===== config.mk =====
export PLATFORM = sky130hd
export DESIGN_NAME = rgb_to_grayscale_stream
export DESIGN_NICKNAME = d
export VERILOG_FILES = /design/src/rtl/rgb_to_grayscale_pkg.sv /design/src/rtl/rgb_to_grayscale_stream_pipe_stage.sv /design/src/rtl/rgb_to_grayscale_stream.sv
export SDC_FILE = /design/constraint.sdc
export NUM_CORES = 1
export LEC_CHECK = 0
export ABC_AREA = 0
export CORE_MARGIN = 2
export CORE_UTILIZATION = 30
export CTS_CLUSTER_DIAMETER = 40
export DETAILED_ROUTE_END_ITERATION = 7
export SLEW_MARGIN = 20
export SYNTH_ARGS = -nofsm -noshare
export SYNTH_HDL_FRONTEND = slang
export SYNTH_HIERARCHICAL = 1
export SYNTH_SLANG_ARGS = --single-unit
export TNS_END_PERCENT = 10

===== constraint.sdc =====
create_clock -name clk_i -period 3.03 [get_ports clk_i]
set_clock_uncertainty 0.2 [all_clocks]
set_input_delay 0.606 -clock clk_i [delete_from_list [all_inputs] [get_ports clk_i]]
set_output_delay 0.606 -clock clk_i [all_outputs]
set_load 0.1 [all_outputs]

===== src/rtl/rgb_to_grayscale_pkg.sv =====
// Shared types and coefficient tables for the streaming RGB-to-luma converter.
// Every weight set sums to 128 so the result never needs saturation.
package rgb_to_grayscale_pkg;

    typedef enum logic [1:0] {
        MODE_BT709 = 2'd0,
        MODE_BT601 = 2'd1,
        MODE_AVG   = 2'd2,
        MODE_GREEN = 2'd3
    } gray_mode_e;

    localparam int COEF_FRAC_W = 7;
    localparam int ROUND_BIAS  = 64;

    typedef struct packed {
        logic [7:0] cr;
        logic [7:0] cg;
        logic [7:0] cb;
    } coef_t;

    function automatic coef_t get_coef(gray_mode_e mode);
        coef_t coef;
        case (mode)
            MODE_BT709: coef = '{cr: 8'd27, cg: 8'd92,  cb: 8'd9};
            MODE_BT601: coef = '{cr: 8'd38, cg: 8'd75,  cb: 8'd15};
            MODE_AVG:   coef = '{cr: 8'd43, cg: 8'd42,  cb: 8'd43};
            default:    coef = '{cr: 8'd0,  cg: 8'd128, cb: 8'd0};
        endcase
        return coef;
    endfunction

endpackage


===== src/rtl/rgb_to_grayscale_stream_pipe_stage.sv =====
// Generic valid/ready payload register; an empty or draining slot accepts new data,
// which lets a bubble upstream collapse while the downstream stage empties.
module grayscale_pipe_stage #(
    parameter int WIDTH = 8
) (
    input  logic             clk,
    input  logic             rst,
    input  logic             up_valid,
    output logic             up_ready,
    input  logic [WIDTH-1:0] up_data,
    output logic             dn_valid,
    input  logic             dn_ready,
    output logic [WIDTH-1:0] dn_data
);

    assign up_ready = !dn_valid || dn_ready;

    always_ff @(posedge clk or posedge rst) begin
        if (rst) begin
            dn_valid <= 1'b0;
            dn_data  <= '0;
        end else if (up_ready) begin
            dn_valid <= up_valid;
            if (up_valid) begin
                dn_data <= up_data;
            end
        end
    end

endmodule


===== src/rtl/rgb_to_grayscale_stream.sv =====
// Two-stage streaming RGB-to-grayscale converter: S1 holds the weighted channel
// products, S2 holds the rounded luma; last travels alongside each beat.
module rgb_to_grayscale_stream
    import rgb_to_grayscale_pkg::*;
#(
    parameter int PIXEL_W = 8,
    parameter int FRAC_W  = 7
) (
    input  logic               clk_i,
    input  logic               rst_i,
    input  logic [PIXEL_W-1:0] r_i,
    input  logic [PIXEL_W-1:0] g_i,
    input  logic [PIXEL_W-1:0] b_i,
    input  logic [1:0]         mode_i,
    input  logic               last_i,
    input  logic               valid_i,
    output logic               ready_o,
    output logic [PIXEL_W-1:0] grayscale_o,
    output logic               last_o,
    output logic               valid_o,
    input  logic               ready_i
);

    localparam int PROD_W = PIXEL_W + 8;
    localparam int SUM_W  = PIXEL_W + 9;
    localparam int S1_W   = 3 * PROD_W + 1;
    localparam int S2_W   = PIXEL_W + 1;

    coef_t              coef;
    logic [PROD_W-1:0]  prod_r;
    logic [PROD_W-1:0]  prod_g;
    logic [PROD_W-1:0]  prod_b;
    logic [S1_W-1:0]    s1_in;
    logic [S1_W-1:0]    s1_out;
    logic               s1_valid;
    logic               s2_ready;
    logic [PROD_W-1:0]  s1_r;
    logic [PROD_W-1:0]  s1_g;
    logic [PROD_W-1:0]  s1_b;
    logic               s1_last;
    logic [SUM_W-1:0]   sum;
    logic [S2_W-1:0]    s2_in;
    logic [S2_W-1:0]    s2_out;

    // Coefficients follow the mode presented with the beat, so switching is per beat.
    assign coef   = get_coef(gray_mode_e'(mode_i));
    assign prod_r = PROD_W'(r_i) * PROD_W'(coef.cr);
    assign prod_g = PROD_W'(g_i) * PROD_W'(coef.cg);
    assign prod_b = PROD_W'(b_i) * PROD_W'(coef.cb);
    assign s1_in  = {last_i, prod_r, prod_g, prod_b};

    grayscale_pipe_stage #(.WIDTH(S1_W)) u_stage1 (
        .clk      (clk_i),
        .rst      (rst_i),
        .up_valid (valid_i),
        .up_ready (ready_o),
        .up_data  (s1_in),
        .dn_valid (s1_valid),
        .dn_ready (s2_ready),
        .dn_data  (s1_out)
    );

    assign {s1_last, s1_r, s1_g, s1_b} = s1_out;

    // Round half up; the weights sum to 128, so the shifted sum always fits PIXEL_W.
    assign sum   = SUM_W'(s1_r) + SUM_W'(s1_g) + SUM_W'(s1_b) + SUM_W'(ROUND_BIAS);
    assign s2_in = {s1_last, PIXEL_W'(sum >> FRAC_W)};

    grayscale_pipe_stage #(.WIDTH(S2_W)) u_stage2 (
        .clk      (clk_i),
        .rst      (rst_i),
        .up_valid (s1_valid),
        .up_ready (s2_ready),
        .up_data  (s2_in),
        .dn_valid (valid_o),
        .dn_ready (ready_i),
        .dn_data  (s2_out)
    );

    assign {last_o, grayscale_o} = s2_out;

endmodule


==> results of run 1 <==
[metrics by stage]
stage / util / std cells / power, mW / area (um^2) / setup slack (ns)
2_1_floorplan: - / 792 / 5.897 / 8179 / -1.770
3_3_place_gp: 0.3808 / 1289 / 7.772 / 9980 / -2.516
3_5_place_dp: 0.3808 / 1289 / 7.864 / 9980 / -2.558
4_1_cts: 0.4053 / 1317 / 9.161 / 10620 / -1.625
5_1_grt: 0.4207 / 1318 / 10.51 / 11030 / -1.767
6_report: 0.4207 / 1318 / 9.597 / 11030 / -1.609
[cell type report]
class | instances | share of cell area
tap | 335 | 0.03802
sequential | 57 | 0.1294
clock inverter | 6 | 0.008284
multi-input combinational | 575 | 0.6033
timing repair buffer | 189 | 0.1487
inverter | 146 | 0.05073
clock buffer | 10 | 0.02167
[power by group]
| group | switching [mW] | internal [mW] | total, mW |
|---|---|---|---|
| combinational | 3.45 | 3.71 | 7.16 |
| clock | 0.352 | 0.742 | 1.09 |
| sequential | 0.261 | 1.08 | 1.34 |
[worst max path at each step]
| stage | start | endpoint | slack [ns] |
|---|---|---|---|
| after floorplan | mode_i[1] | u_stage1/dn_data[30] | -1.77 |
| after global routing | mode_i[1] | u_stage1/dn_data[29] | -1.77 |
| after CTS | mode_i[1] | u_stage1/dn_data[11] | -1.63 |
| after global placement | mode_i[0] | u_stage1/dn_data[30] | -2.52 |
| after detailed placement | mode_i[0] | u_stage1/dn_data[30] | -2.56 |
| final | mode_i[1] | u_stage1/dn_data[29] | -1.61 |
[state kept, by name, summed over array words and instances (netlist names)]
name and count:
u_stage1/dn_valid 1, u_stage2/dn_data 9, u_stage1/dn_data 46, u_stage2/dn_valid 1
[critical path, delay by kind of cell]
kind / cells / cell delay, ns
AND/OR/NAND/NOR: 2 / 0.38
XOR/XNOR: 1 / 0.08
AO/OA/AOI/OAI: 3 / 0.35
adder cells (fa/ha/maj): 6 / 2.35
buffers and inverters: 7 / 0.64
multiplexers: 1 / 0.25
[repair_timing]
action                     in CTS  in global routing
setup endpoints to repair      45                 43
pin swaps                      40                 31
gates resized for setup        73                 75
buffers inserted               13                  1
[per-layer routing]
layer,global-route usage,up-vias,share of wire
li1,-,2923,-
met1,0.1796,2797,0.49
met2,0.2142,61,0.47
met3,0.01693,18,0.020
met4,0.03062,0,0.015
met5,0,-,0
==> results.txt, run 1 <==
----------------------------------------------------
[Detailed routing]
  Wirelength, routed ... 17.64 mm
  Via Count ... 5799
  DRC violation total after the first TritonRoute iteration ... about 190
  Drt first pass iters ... 4
  Routed WL per cell ... between 10 and 15 um
  Count of antenna-violating nets left after detailed routing ... 0
  DRC violations left ... 0
  Ratio of routed vias to standard cells ... 4.400

[STA]
  Actual transition at the worst max-transition pin ... 0.5746 ns
  Final slew viol count ... 0
  Final-layout setup total negative slack ... -41.41 ns
  Part of the cycle the worst path needs ... 1.531
  Number of setup violations in the final report ... 40
  Unrepaired setup endpoints after global routing ... yes
  Final worst hold slack ... ~0.31 ns
  Clock period minus worst slack ... 4.639 ns
  Relative slew slack ... 0.6164
  Minimum setup slack in the final design ... -1.609 ns
  Hold Violations, Final ... 0
  Achievable clock frequency ... 215.6 MHz

[Clocking]
  Clock Pin Slew Worst Setup and Hold Paths ... about 0.05 ns
  TritonCTS clock tree ... yes
  CTS H-tree lvls ... 3
  Maximum clock path buffer count ... 2
  Clock Sink Count ... 57
  Library cell used as clock root buffer ... sky130_fd_sc_hd__clkbuf_16
  Number of buffers created by CTS ... 9
  Post-cts hold buffer count ... 0
  Latest clock arrival within the worst-skew pair ... 0.32 ns

[Place]
  Routability cong. ... 0.7929
  Half-perimeter wire length after detailed placement ... approximately 15 mm
  Port Buffer Count ... 41

[Job]
  Number of maximum-capacitance violations ... 0

[Global routing]
  Vias in the first global route ... between 6000 and 7000
  Wire length of the first global-routing pass ... just under 30 mm
  Total global routing track utilization ... 0.1292
  Initial antenna violation count ... 0
  Pin count of the biggest net entering global routing ... 26
  Remaining global-route overflow ... 0

[Floorplan]
  Die Ht ... 167.9 um
  Core ar. ... 26210 um^2
  Initial core utilization ... 0.3074
  Number of rows in the core area ... 59
  Die extent in x ... between 150 and 200 um
  I/O Pins ... 42
  Die Outline Area ... about 28000 um^2

[Status]
  Run status ... finished, violations left
  Violations in the final reports ... setup timing

[Worst setup path]
  Slack of the worst reg-to-reg path ... -0.08 ns
  Worst-path maximum fanout ... 6
  Critical path's slowest cell ... sky130_fd_sc_hd__fa_1
  Worst EP required ... 3.04 ns
  Critical path's most frequent cell ... sky130_fd_sc_hd__fa_1
  Arrival time at the worst endpoint ... 4.65 ns
  Nature of the critical path endpoint ... flip-flop
  Category of the most critical setup path ... in -> reg
  FF-to-FF Start ... u_stage1/dn_data[5]
  CP Launch Type ... input port
  Maximum cell stage delay along the critical path ... 0.50 ns
  R2r endpoint ... u_stage2/dn_data[6]
  Number of cells on the worst reg-to-reg path ... 10
  Critical path, cell by cell ... buf_8, clkinvlp_4, ha_4, buf_12, nand2_4, buf_6, fa_1, inv_1, fa_1, fa_1, inv_1, fa_1, inv_2, ha_4, or3_4, o21ai_2, a21oi_2, a211oi_2, xnor2_1, mux2_2

[Final layout]
  Area growth, synth to finish ... 36.88%
  Sequential cell area ... ~1400 um^2
  Area occupied by multi-input gates ... between 6000 and 7000 um^2
  Proportion of layout cells with a drive suffix above 1 ... 0.3571
  Most common cell after layout, fill and taps aside ... sky130_fd_sc_hd__buf_4
  Total Nets Final ... 1226
  Leading cell types in the layout, fill and taps excluded ... 143 x sky130_fd_sc_hd__buf_4, 134 x sky130_fd_sc_hd__inv_1, 99 x sky130_fd_sc_hd__ha_1, 84 x sky130_fd_sc_hd__fa_1, 69 x sky130_fd_sc_hd__and2_1
  Fillers ... 2527
  Number of diodes added for antenna fixing ... 0

[Power]
  Cell Pwr Density ... roughly 870 nW/um^2
  Worst supply voltage drop on vdd ... 681.7 uV
  Leakage dissipation ... 5.582 nW

[Min path]
  Min-Delay Path Class ... reg -> reg
  Terminating pin of the worst hold path ... u_stage2/dn_data[8]
  Hold wc startpoint ... u_stage1/dn_data[48]
  Worst hold path cell count ... 1

[Yosys]
  Post-Syn Area per Cell ... 10.17 um^2
  Number of instances in the synthesized netlist ... 792
  Number of warnings printed during yosys synthesis ... 6
  Syn nets ... 1040
  Area of the mapped netlist ... 8055 um^2

----------------------------------------------------
No activity file was read; power rests on OpenSTA's default activity.
==> run 2: changes to the inputs <==
CAP_MARGIN = 25   (was default)
==> results of run 2 <==
No change in the layout: final DEF, timing and power equal those of run 1.
==> run 3: changes to the inputs <==
SLEW_MARGIN = default   (was 20)
==> results of run 3 <==
No change in the layout: final DEF, timing and power equal those of run 1.
